--- src/rtl/mem_copy_engine.sv ---
// Word-by-word memory copy engine: alternates one read and one write per word,
// accumulating a modulo-2^DATA_W checksum of everything it reads.
module mem_copy_engine #(
  parameter int ADDR_W = 8,
  parameter int DATA_W = 8
) (
  input  logic              clk,
  input  logic              rst_n,
  input  logic              start,
  input  logic [ADDR_W-1:0] src_addr,
  input  logic [ADDR_W-1:0] dst_addr,
  input  logic [5:0]        length,
  output logic [ADDR_W-1:0] mem_address,
  output logic [DATA_W-1:0] mem_write_data,
  output logic              mem_write,
  output logic              mem_read,
  input  logic [DATA_W-1:0] mem_read_data,
  output logic              busy,
  output logic              done,
  output logic [DATA_W-1:0] checksum
);

  typedef enum logic [1:0] {IDLE, RD, WR, DONE} state_t;

  state_t            state;
  logic [ADDR_W-1:0] src_r;
  logic [ADDR_W-1:0] dst_r;
  logic [5:0]        len_r;
  logic [5:0]        idx;
  logic [5:0]        idx_nxt;
  logic [DATA_W-1:0] data_r;

  assign idx_nxt = idx + 6'd1;

  // The data register only reaches the bus during WR; elsewhere the bus is quiet.
  assign mem_write_data = (state == WR) ? data_r : '0;

  always_ff @(posedge clk or negedge rst_n) begin
    if (!rst_n) begin
      state       <= IDLE;
      src_r       <= '0;
      dst_r       <= '0;
      len_r       <= '0;
      idx         <= '0;
      data_r      <= '0;
      checksum    <= '0;
      busy        <= 1'b0;
      done        <= 1'b0;
      mem_read    <= 1'b0;
      mem_write   <= 1'b0;
      mem_address <= '0;
    end else begin
      case (state)
        IDLE: begin
          done <= 1'b0;
          if (start) begin
            checksum <= '0;
            idx      <= '0;
            if (length != 6'd0) begin
              src_r       <= src_addr;
              dst_r       <= dst_addr;
              len_r       <= length;
              state       <= RD;
              busy        <= 1'b1;
              mem_read    <= 1'b1;
              mem_address <= src_addr;
            end else begin
              state <= DONE;
              done  <= 1'b1;
            end
          end
        end
        RD: begin
          data_r      <= mem_read_data;
          checksum    <= checksum + mem_read_data;
          mem_read    <= 1'b0;
          mem_write   <= 1'b1;
          mem_address <= dst_r + ADDR_W'(idx);
          state       <= WR;
        end
        WR: begin
          mem_write <= 1'b0;
          if (idx_nxt == len_r) begin
            state       <= DONE;
            busy        <= 1'b0;
            done        <= 1'b1;
            mem_address <= '0;
          end else begin
            // Outputs are registered, so the next read address is formed from idx+1 here.
            idx         <= idx_nxt;
            state       <= RD;
            mem_read    <= 1'b1;
            mem_address <= src_r + ADDR_W'(idx_nxt);
          end
        end
        DONE: begin
          done  <= 1'b0;
          state <= IDLE;
        end
        default: state <= IDLE;
      endcase
    end
  end

endmodule
--- config.mk ---
export PLATFORM = sky130hd
export DESIGN_NAME = mem_copy_engine
export DESIGN_NICKNAME = d
export VERILOG_FILES = /design/src/rtl/mem_copy_engine.sv
export SDC_FILE = /design/constraint.sdc
export NUM_CORES = 1
export LEC_CHECK = 0
export BUFFER_PORTS_ARGS = -buffer_cell sky130_fd_sc_hd__buf_2
export CORE_UTILIZATION = 40
export DETAILED_ROUTE_END_ITERATION = 6
export PLACE_DENSITY_LB_ADDON = 0.05
export REMOVE_ABC_BUFFERS = 1
export SETUP_SLACK_MARGIN = 0.02
export SYNTH_ARGS = -nofsm -noshare
export SYNTH_HDL_FRONTEND = slang
export SYNTH_SLANG_ARGS = --single-unit
--- constraint.sdc ---
create_clock -name clk -period 2.5 [get_ports clk]
set_input_delay 0.75 -clock clk [delete_from_list [all_inputs] [get_ports clk]]
set_output_delay 0.75 -clock clk [all_outputs]
set_load 0.01 [all_outputs]
==> flow_metrics.tcl <==
set metrics [dict create \
    cap_viol_max_count 0 \
    synth_area_per_cell_um2 9.90 \
    post-synth-top-area-cell "dfrtp_1" \
    rsz0062_at_grt "true" \
    post_synth_instance_area_mm2 0.00370 \
    worst_hold_path_type "input port to async pin" \
    diodes 0 \
    drt_pre_antenna_iters 7 \
    timing.final.crit_share_pct 94.4 \
    antenna_found_initial 0 \
    ys_seq_area_share_pct 39.2 \
    critical_path_arrival_ns 2.62 \
    worst_setup_hold_path_clk_slew_ns 0.08 \
    synth-async-reset-ratio_pct 100 \
    core-area_mm2 0.00885 \
    setup.worst_path.end_class "register" \
    achievable-frequency_ghz 0.424 \
    net_switching_power_mw 2.54 \
    initial_core_util_pct 41.8 \
    overall_fraction_of_global_route_tracks_in_use_pct 21.3 \
    status "complete, but fails checks" \
    dpl.hpwl_um 7280 \
    startpoint_type "register" \
    final_hold_viol_count 0 \
    grt_max_degree 27 \
    post-synth-top-area-fraction_pct 39.2 \
    numClockSinks 58 \
    power.share.sequential_pct 26.7 \
    routed_wire_length_per_instance_um 16.7 \
    cts.htree.levels 3 \
    die_outline_width_um 98.2 \
    ff_latch_area_mm2 0.00145 \
    root_buffer "clkbuf_8" \
    fillers 855 \
    clock_skew_ns 0.0108 \
    floorplan.io_pins 61 \
    drtAntennaViolNets 0 \
    timing_worst_setup_path_type "register to register" \
    violations "design-rule violations" \
    leakagePower_nw 2.17 \
    grt.overflow.total 0 \
    maximum_clock_insertion_buffer_count 2 \
    worstMarginPinSlew_ns 0.614 \
    drc 1 \
    drt_iter0_drc 115 \
    cellInternalPower_mw 3.82 \
    worst-r2r-cell-count 10 \
    tritoncts "done" \
    yosys_warnings 0 \
    power.density_mw_per_mm2 1370 \
    combPwrFrac_pct 54.8 \
    fin_crit_ns 2.36 \
    synthCells 374 \
    finalMaxSlewViolations 0 \
    routed_via_count_divided_by_cell_count 5.35 \
    cts_made_buffers 9 \
    synth-edff-count 0 \
    slew_headroom_pct 59.1 \
    rows 34 \
    multi_input_area_mm2 0.00219 \
    grt_pass1_wl_um 15800 \
    final_setup_violation_count 0 \
    synth.distinct_cells 50 \
    synth.area.top_cells "dfrtp_1, mux2_2, ha_1" \
    switching_power_share_of_the_total_pct 39.9 \
    worst_skew_pair.late_latency_ns 0.33 \
    fin_util_pct 52.4 \
    ys.flop_type "dfrtp_1" \
    critical_path_maximum_fanout 5 \
    gpl.final_weighted_congestion 0.813 \
    layout.cells.non_filler 572 \
    dieArea_mm2 0.00964 \
    fin_nets 518 \
    power_frac_clock_pct 18.5 \
    die_height_um 98.2 \
    first_global_vias 3023 \
    numPlacedInstances 554 \
    io_buffer_count 60 \
    worst-endpoint-required_ns 2.75 \
    vdd_ir_drop_max_mv 0.452 \
    route.final.wire_length_um 9570 \
    postSynthRegisterBits 58 \
    syn2layout_area_growth_pct 25.3 \
    drive_above_1_share_pct 32.1 \
    routed-via-count 3063 \
]
==> power groups by stage <==
| stage | Combinational (mW) | Sequential, mW | Clock [mW] |
|---|---|---|---|
| floorplan | 2.22 | 1.71 | 0 |
| global placement | 3.34 | 1.69 | 0 |
| detailed placement | 3.35 | 1.70 | 0 |
| CTS | 3.38 | 1.69 | 1.20 |
| global route | 3.87 | 1.76 | 1.24 |
| finish | 3.48 | 1.70 | 1.18 |
==> placed cells by master, fill, tap and decap left out, drive strengths merged, types with 3 or more instances in the layout <==
| cell type | count |
|---|---|
| mux2i | 5 |
| o21bai | 3 |
| ha | 23 |
| a221oi | 4 |
| bufinv | 4 |
| nand2 | 30 |
| clkbuf | 11 |
| nand3 | 11 |
| a211oi | 4 |
| nor2b | 3 |
| fa | 3 |
| a21oi | 27 |
| xnor2 | 15 |
| mux2 | 31 |
| nor2 | 25 |
| inv | 16 |
| buf | 90 |
| xor2 | 6 |
| nand4 | 5 |
| and3 | 5 |
| nand2b | 3 |
| a21o | 6 |
| and2 | 10 |
| o22ai | 3 |
| dfrtp | 58 |
| a31oi | 4 |
| nor3 | 9 |
| o21ai | 23 |
| a41oi | 3 |
==> logic make-up (layout without fill, tap and decap cells) <==
group                      Yosys count  in the layout  synth area share [%]
buffers and inverters               32            122                  3.72
muxes                               36             36                  10.8
AOI/OAI and AO/OA                   90             90                  15.5
DFF                                 58             58                  39.2
adders and majority gates           26             26                  9.40
and+or+nand+nor                    109            109                  15.0
xor gates and xnor gates            23             23                  6.39
==> path summary, 6_finish.rpt <==
kind                       startpoint              to  slack, ns
min                             rst_n       data_r[6]       0.42
min reg2reg                 data_r[7]       data_r[7]       0.50
max                            idx[0]  mem_address[5]       0.14
min in group clk            data_r[7]       data_r[7]       0.50
max reg2reg                    idx[0]  mem_address[5]       0.14
max in group asynchronous       rst_n        dst_r[3]       1.49
==> cell usage after synthesis, types with 3 or more instances <==
master,count
o21ai_0,22
nand2_1,29
nor2b_1,3
buf_1,3
a31oi_1,3
nand3_1,11
a41oi_1,3
and3_1,5
nand2b_1,3
dfrtp_1,58
xor2_1,5
and2_1,10
clkbuf_1,9
nand4_1,5
a211oi_1,4
mux2_2,31
inv_1,16
a21o_1,6
o22ai_1,3
o21bai_1,3
a221oi_1,4
xnor2_1,15
nor2_1,25
nor3_1,9
a21oi_1,27
mux2i_1,5
fa_1,3
ha_1,23
==> final cells by class <==
type	count	area share, %
flip-flops and latches	58	31.3
multi-input cells	284	47.1
clock buffers	11	3.05
clock inverters	5	2.70
well taps	108	2.91
inverters	16	1.30
repair buffers	90	11.6
==> flip-flops by register name, summed over array words and instances (netlist names) <==
signal	count
idx	6
mem_address	8
done	1
len_r	6
dst_r	8
data_r	8
busy	1
mem_write	1
src_r	8
state	2
checksum	8
mem_read	1
==> layer usage <==
| layer | track usage (%) | up-vias | wire, um |
|---|---|---|---|
| met4 | 5.05 | 0 | 78 |
| li1 | - | 1523 | - |
| met2 | 32.9 | 63 | 4340 |
| met1 | 30.8 | 1471 | 4830 |
| met3 | 4.22 | 6 | 318 |
| met5 | 0 | - | 0 |
==> stage by stage <==
stage                     cell area (um2)  hold slack [ns]  setup WS [ns]  power (mW)  setup TNS, ns
after global routing                 4640            0.455        -0.0280        6.87        -0.0284
after global placement               4290            0.482         0.0489        5.03              0
after CTS                            4560            0.436         0.0315        6.27              0
after floorplan                      3620            0.454         -0.289        3.93          -2.98
final                                4640            0.418          0.139        6.36              0
after detailed placement             4290            0.488        -0.0260        5.05        -0.0260
==> critical path, cell delays in order (launching register included) <==
cell	delay (ns)
dfrtp_1	0.42
ha_4	0.18
nand3_1	0.11
xnor2_1	0.16
ha_1	0.36
and3_1	0.21
a221oi_2	0.29
nor2b_1	0.20
xnor2_1	0.13
nand3_1	0.09
a21oi_1	0.14
==> what timing repair did <==
action	4_1_cts	5_1_grt
hold buffers	0	0
setup endpoints to repair	0	3
setup buffers	0	2
gates resized for setup	0	9
Power figures use the tool's default switching activity.
